===== config.mk =====
export PLATFORM = sky130hd
export DESIGN_NAME = mc_main_control
export DESIGN_NICKNAME = d
export VERILOG_FILES = /design/src/rtl/mc_main_control.sv
export SDC_FILE = /design/constraint.sdc
export NUM_CORES = 1
export LEC_CHECK = 0
export CAP_MARGIN = 20
export CORE_MARGIN = 2
export CORE_UTILIZATION = 48
export DETAILED_ROUTE_END_ITERATION = 8
export PLACE_DENSITY = 0.83
export SYNTH_ARGS = -nofsm -noshare
export SYNTH_HDL_FRONTEND = slang
export SYNTH_SLANG_ARGS = --single-unit
export TNS_END_PERCENT = 50

===== constraint.sdc =====
create_clock -name clk -period 2.66 [get_ports clk]
set_clock_uncertainty 0.05 [all_clocks]
set_input_delay 0.266 -clock clk [delete_from_list [all_inputs] [get_ports clk]]
set_output_delay 0.266 -clock clk [all_outputs]
set_load 0.02 [all_outputs]

===== src/rtl/mc_main_control.sv =====
// rtl/mc_main_control.sv - multi-cycle MIPS main control FSM
// Optional illegal-opcode trap enabled by defining MC_ILLEGAL_TRAP_EN.
module mc_main_control (
  input  logic       clk,
  input  logic       rst_n,
  input  logic [5:0] opcode,
  input  logic       mem_ready,
  output logic       PC_write,
  output logic       PC_write_cond,
  output logic       IR_write,
  output logic       mem_read,
  output logic       mem_write,
  output logic       I_or_D,
  output logic       reg_write,
  output logic       reg_dst,
  output logic       mem_to_reg,
  output logic       ALU_src_A,
  output logic       zero_ext,
  output logic [1:0] ALU_src_B,
  output logic [1:0] PC_source,
  output logic [1:0] ALU_op,
  output logic       retire,
  output logic       halt
);

  typedef enum logic [3:0] {
    ST_FETCH, ST_DECODE, ST_MEM_ADDR, ST_MEM_RD, ST_MEM_WB, ST_MEM_WR,
    ST_EXEC_R, ST_R_WB, ST_EXEC_I, ST_I_WB, ST_BRANCH, ST_JUMP, ST_HALT
  } state_t;

  localparam logic [5:0] OP_RTYPE = 6'b000000;
  localparam logic [5:0] OP_ADDIU = 6'b001001;
  localparam logic [5:0] OP_ORI   = 6'b001101;
  localparam logic [5:0] OP_LW    = 6'b100011;
  localparam logic [5:0] OP_SW    = 6'b101011;
  localparam logic [5:0] OP_BEQ   = 6'b000100;
  localparam logic [5:0] OP_J     = 6'b000010;

  state_t     state, nxt;
  logic [5:0] op_q;

  // op_q lets later states ignore IR changes after DECODE.
  always_ff @(posedge clk) begin
    if (!rst_n) begin
      state <= ST_FETCH;
      op_q  <= 6'b000000;
    end else begin
      state <= nxt;
      if (state == ST_DECODE) op_q <= opcode;
    end
  end

  always_comb begin
    nxt           = state;
    PC_write      = 1'b0;
    PC_write_cond = 1'b0;
    IR_write      = 1'b0;
    mem_read      = 1'b0;
    mem_write     = 1'b0;
    I_or_D        = 1'b0;
    reg_write     = 1'b0;
    reg_dst       = 1'b0;
    mem_to_reg    = 1'b0;
    ALU_src_A     = 1'b0;
    zero_ext      = 1'b0;
    ALU_src_B     = 2'b00;
    PC_source     = 2'b00;
    ALU_op        = 2'b01;
    retire        = 1'b0;
    halt          = 1'b0;
    // While reset is held every enable is masked, whatever state is current.
    if (!rst_n) begin
      nxt       = ST_FETCH;
      ALU_src_B = 2'b01;
    end else begin
      case (state)
        ST_FETCH: begin
          mem_read  = 1'b1;
          ALU_src_B = 2'b01;
          IR_write  = mem_ready;
          PC_write  = mem_ready;
          if (mem_ready) nxt = ST_DECODE;
        end
        ST_DECODE: begin
          ALU_src_B = 2'b11;
          case (opcode)
            OP_LW, OP_SW:      nxt = ST_MEM_ADDR;
            OP_RTYPE:          nxt = ST_EXEC_R;
            OP_ADDIU, OP_ORI:  nxt = ST_EXEC_I;
            OP_BEQ:            nxt = ST_BRANCH;
            OP_J:              nxt = ST_JUMP;
            default: begin
`ifdef MC_ILLEGAL_TRAP_EN
              nxt = ST_HALT;
`else
              retire = 1'b1;
              nxt    = ST_FETCH;
`endif
            end
          endcase
        end
        ST_MEM_ADDR: begin
          ALU_src_A = 1'b1;
          ALU_src_B = 2'b10;
          nxt       = (op_q == OP_LW) ? ST_MEM_RD : ST_MEM_WR;
        end
        ST_MEM_RD: begin
          mem_read = 1'b1;
          I_or_D   = 1'b1;
          if (mem_ready) nxt = ST_MEM_WB;
        end
        ST_MEM_WB: begin
          reg_write  = 1'b1;
          mem_to_reg = 1'b1;
          retire     = 1'b1;
          nxt        = ST_FETCH;
        end
        ST_MEM_WR: begin
          mem_write = 1'b1;
          I_or_D    = 1'b1;
          retire    = mem_ready;
          if (mem_ready) nxt = ST_FETCH;
        end
        ST_EXEC_R: begin
          ALU_src_A = 1'b1;
          ALU_op    = 2'b10;
          nxt       = ST_R_WB;
        end
        ST_R_WB: begin
          reg_write = 1'b1;
          reg_dst   = 1'b1;
          retire    = 1'b1;
          nxt       = ST_FETCH;
        end
        ST_EXEC_I: begin
          ALU_src_A = 1'b1;
          ALU_src_B = 2'b10;
          if (op_q == OP_ORI) begin
            ALU_op   = 2'b11;
            zero_ext = 1'b1;
          end
          nxt = ST_I_WB;
        end
        ST_I_WB: begin
          reg_write = 1'b1;
          retire    = 1'b1;
          nxt       = ST_FETCH;
        end
        ST_BRANCH: begin
          ALU_src_A     = 1'b1;
          ALU_op        = 2'b00;
          PC_write_cond = 1'b1;
          PC_source     = 2'b01;
          retire        = 1'b1;
          nxt           = ST_FETCH;
        end
        ST_JUMP: begin
          PC_write  = 1'b1;
          PC_source = 2'b10;
          retire    = 1'b1;
          nxt       = ST_FETCH;
        end
        ST_HALT: begin
`ifdef MC_ILLEGAL_TRAP_EN
          halt = 1'b1;
          nxt  = ST_HALT;
`else
          nxt  = ST_FETCH;
`endif
        end
        default: nxt = ST_FETCH;
      endcase
    end
  end

endmodule


==> results of run 1 <==
## metrics by stage
stage / setup slack, ns / hold WS, ns / setup TNS (ns) / instances
floorplan: 1.032 / 0.3129 / 0 / 121
global placement: 0.3069 / 0.4016 / 0 / 161
detailed placement: 0.2460 / 0.4151 / 0 / 161
CTS: 0.1506 / 0.4233 / 0 / 164
global route: -0.01218 / 0.4563 / -0.01218 / 164
finish: 0.1421 / 0.4129 / 0 / 164
## layout make-up
cell class                 count  area, um2
timing repair buffer          33      312.8
multi-input combinational    100      571.8
inverter                       1      3.754
fill                         161      556.8
sequential                    10      200.2
tap                           17      21.27
clock buffer                   3      22.52
## registers in the layout (all words and copies together) (netlist names)
signal  flops
op_q        6
state       4
## metal layers
| layer | global-route usage | vias up | share of wire |
|---|---|---|---|
| met5 | 0 | - | 0 |
| met3 | 0.07143 | 2 | 0.057 |
| li1 | - | 479 | - |
| met1 | 0.2938 | 420 | 0.45 |
| met2 | 0.3718 | 29 | 0.49 |
| met4 | 0.04000 | 0 | 0.0019 |
## final timing paths
check,from,end,cells after the start
max,state[2],retire,4
min,op_q[0],op_q[0],2
max reg2reg,state[2],state[1],4
min reg2reg,op_q[0],op_q[0],2
## what timing repair did
item / 4_1_cts / 5_1_grt
setup endpoints to repair: 0 / 2
setup buffers: 0 / 0
resized for setup: 0 / 1
## logic make-up after synthesis
logic type	after synthesis	synth area share
and+or+nand+nor	69	0.4188
AOI/OAI and AO/OA	28	0.2340
other	1	0.004467
DFF	10	0.2384
xor gates and xnor gates	2	0.02087
buffers and inverters	11	0.08345
## placed cells by master, fill, tap and decap left out
cell,instances
nor2b_1,10
and3_1,4
nand3_1,2
nand4_1,3
conb_1,1
a41o_1,1
nor3_1,3
nor4_1,1
and4b_1,1
clkbuf_4,3
xor2_1,2
o31ai_1,2
o22ai_1,1
a21oi_1,3
or3_1,1
o21a_1,1
o32ai_1,2
nor4b_1,1
nand2b_1,3
o2bb2ai_1,1
and3b_1,1
dfxtp_1,10
clkdlybuf4s50_1,26
o21ai_0,5
a22oi_1,1
nand2_1,23
inv_1,1
nor2_1,12
nand2b_2,1
o211ai_1,2
a2111o_1,1
and2_1,1
buf_4,7
nand4b_1,1
nor2b_2,1
a21boi_0,6
a31oi_1,2
## power by group through the flow
stage	Combinational, mW	Clock [mW]	Sequential (mW)
2_1_floorplan	0.0549	0	0.162
3_3_place_gp	0.0888	0	0.163
3_5_place_dp	0.0910	0	0.164
4_1_cts	0.0913	0.101	0.160
5_1_grt	0.100	0.111	0.161
6_report	0.0919	0.0981	0.160
## worst max-delay path, stage by stage, from the launching register on
cell	delay, ns
dfxtp_1	0.63
nand2b_1	0.18
o32ai_1	0.36
o21a_1	0.18
clkdlybuf4s50_1	0.59
==> impl_metrics.tcl, run 1 <==
set metrics [dict create \
    crit_path_max_fanout 16 \
    switchingPower_uw 99.47 \
    ir_drop_mv 0.2842 \
    clock_latency_ns 0.26 \
    seq_area_frac_synth 0.2385 \
    crit_type "reg2out" \
    ys_warn_count 0 \
    antenna_found_initial 0 \
    num_io_pins 28 \
    dieArea_mm2 0.002099 \
    required_ns 2.34 \
    drc 0 \
    p_leak_nw 0.4370 \
    post_drt_wl_per_cell_um 12.82 \
    setup_viol 0 \
    dieWidth_um 45.82 \
    yosysMostFrequentCell "nand2_1" \
    clk_pin_slew_worst_paths_ns 0.05 \
    vias 930 \
    placed_area_mm2 0.001107 \
    drt_first_pass_iters 4 \
    ctsHtreeMaxLevel 1 \
    endpoint_kind "output port" \
    fin_util 0.6704 \
    die_h_um 45.82 \
    p_sw_frac 0.2839 \
    grt_overflow_total 0 \
    port_buffers 26 \
    power_frac_clock 0.280 \
    first_iter_violations 39 \
    ys_types 37 \
    crit_arrival_ns 2.20 \
    syn_to_final_growth_pct 34.87 \
    r2r_slack_ns 1.05 \
    hold_violations 0 \
    synth_edf_count 0 \
    combPwrFrac 0.262 \
    fin_area_mm2 0.001132 \
    cts_root_buf "clkbuf_4" \
    yosysTopAreaCell "dfxtp_1" \
    synthesis.nets 130 \
    grt_pass1_vias 845 \
    min_period_over_period 0.9466 \
    track_usage 0.2268 \
    drive_gt1_frac 0.08163 \
    clk_path_buf_depth 2 \
    power_frac_seq 0.458 \
    core_mm2 0.001689 \
    synth_ff_type "dfxtp_1" \
    start_util 0.4970 \
    grt_max_degree 17 \
    finalMaxSlewViolations 0 \
    crit_path_start_kind "register" \
    syn_area_per_cell_um2 6.938 \
    ant_nets 0 \
    drt_wl_total_um 2103 \
    netlist_instances 121 \
    viasPerCell 5.671 \
    n_antenna_cell 0 \
    post-route-min-period_ns 2.518 \
    gp_congestion 0.7890 \
    finalPower_uw 350.3 \
    power.internal_uw 250.9 \
    synth_area_leaders "dfxtp_1, nand2_1, nor2b_1, a21boi_0, nor2_1" \
    rows 15 \
    maxCapViolations 0 \
    clock-sinks 10 \
    timing.fmax_mhz 397.2 \
    hold_buffers 0 \
    synth_top_area_share 0.2385 \
    async_reset_ff_frac 0 \
    status "finished, final reports clean" \
    synth_area_um2 839.6 \
    num-nets-final 158 \
    place_hpwl_um 1647 \
    grt_pass1_wl_um 3519 \
    cts_made_buffers 3 \
    hold_class "reg2reg" \
    p_per_area_mw_per_mm2 309.4 \
    cts_tree "done" \
    ys_ff_latch 10 \
    synth_commonest_cells "nand2_1, nor2_1, dfxtp_1, nor2b_1, a21boi_0" \
]
Power figures use the tool's default switching activity.
==> inputs of run 2 (changes only) <==
--- a/config.mk
+++ b/config.mk
@@ -9,6 +9,7 @@
 export CORE_MARGIN = 2
 export CORE_UTILIZATION = 48
 export DETAILED_ROUTE_END_ITERATION = 8
+export GPL_ROUTABILITY_DRIVEN = 0
 export PLACE_DENSITY = 0.83
 export SYNTH_ARGS = -nofsm -noshare
 export SYNTH_HDL_FRONTEND = slang
==> results of run 2 <==
The final DEF is identical to that of run 1; final timing and power are the same.
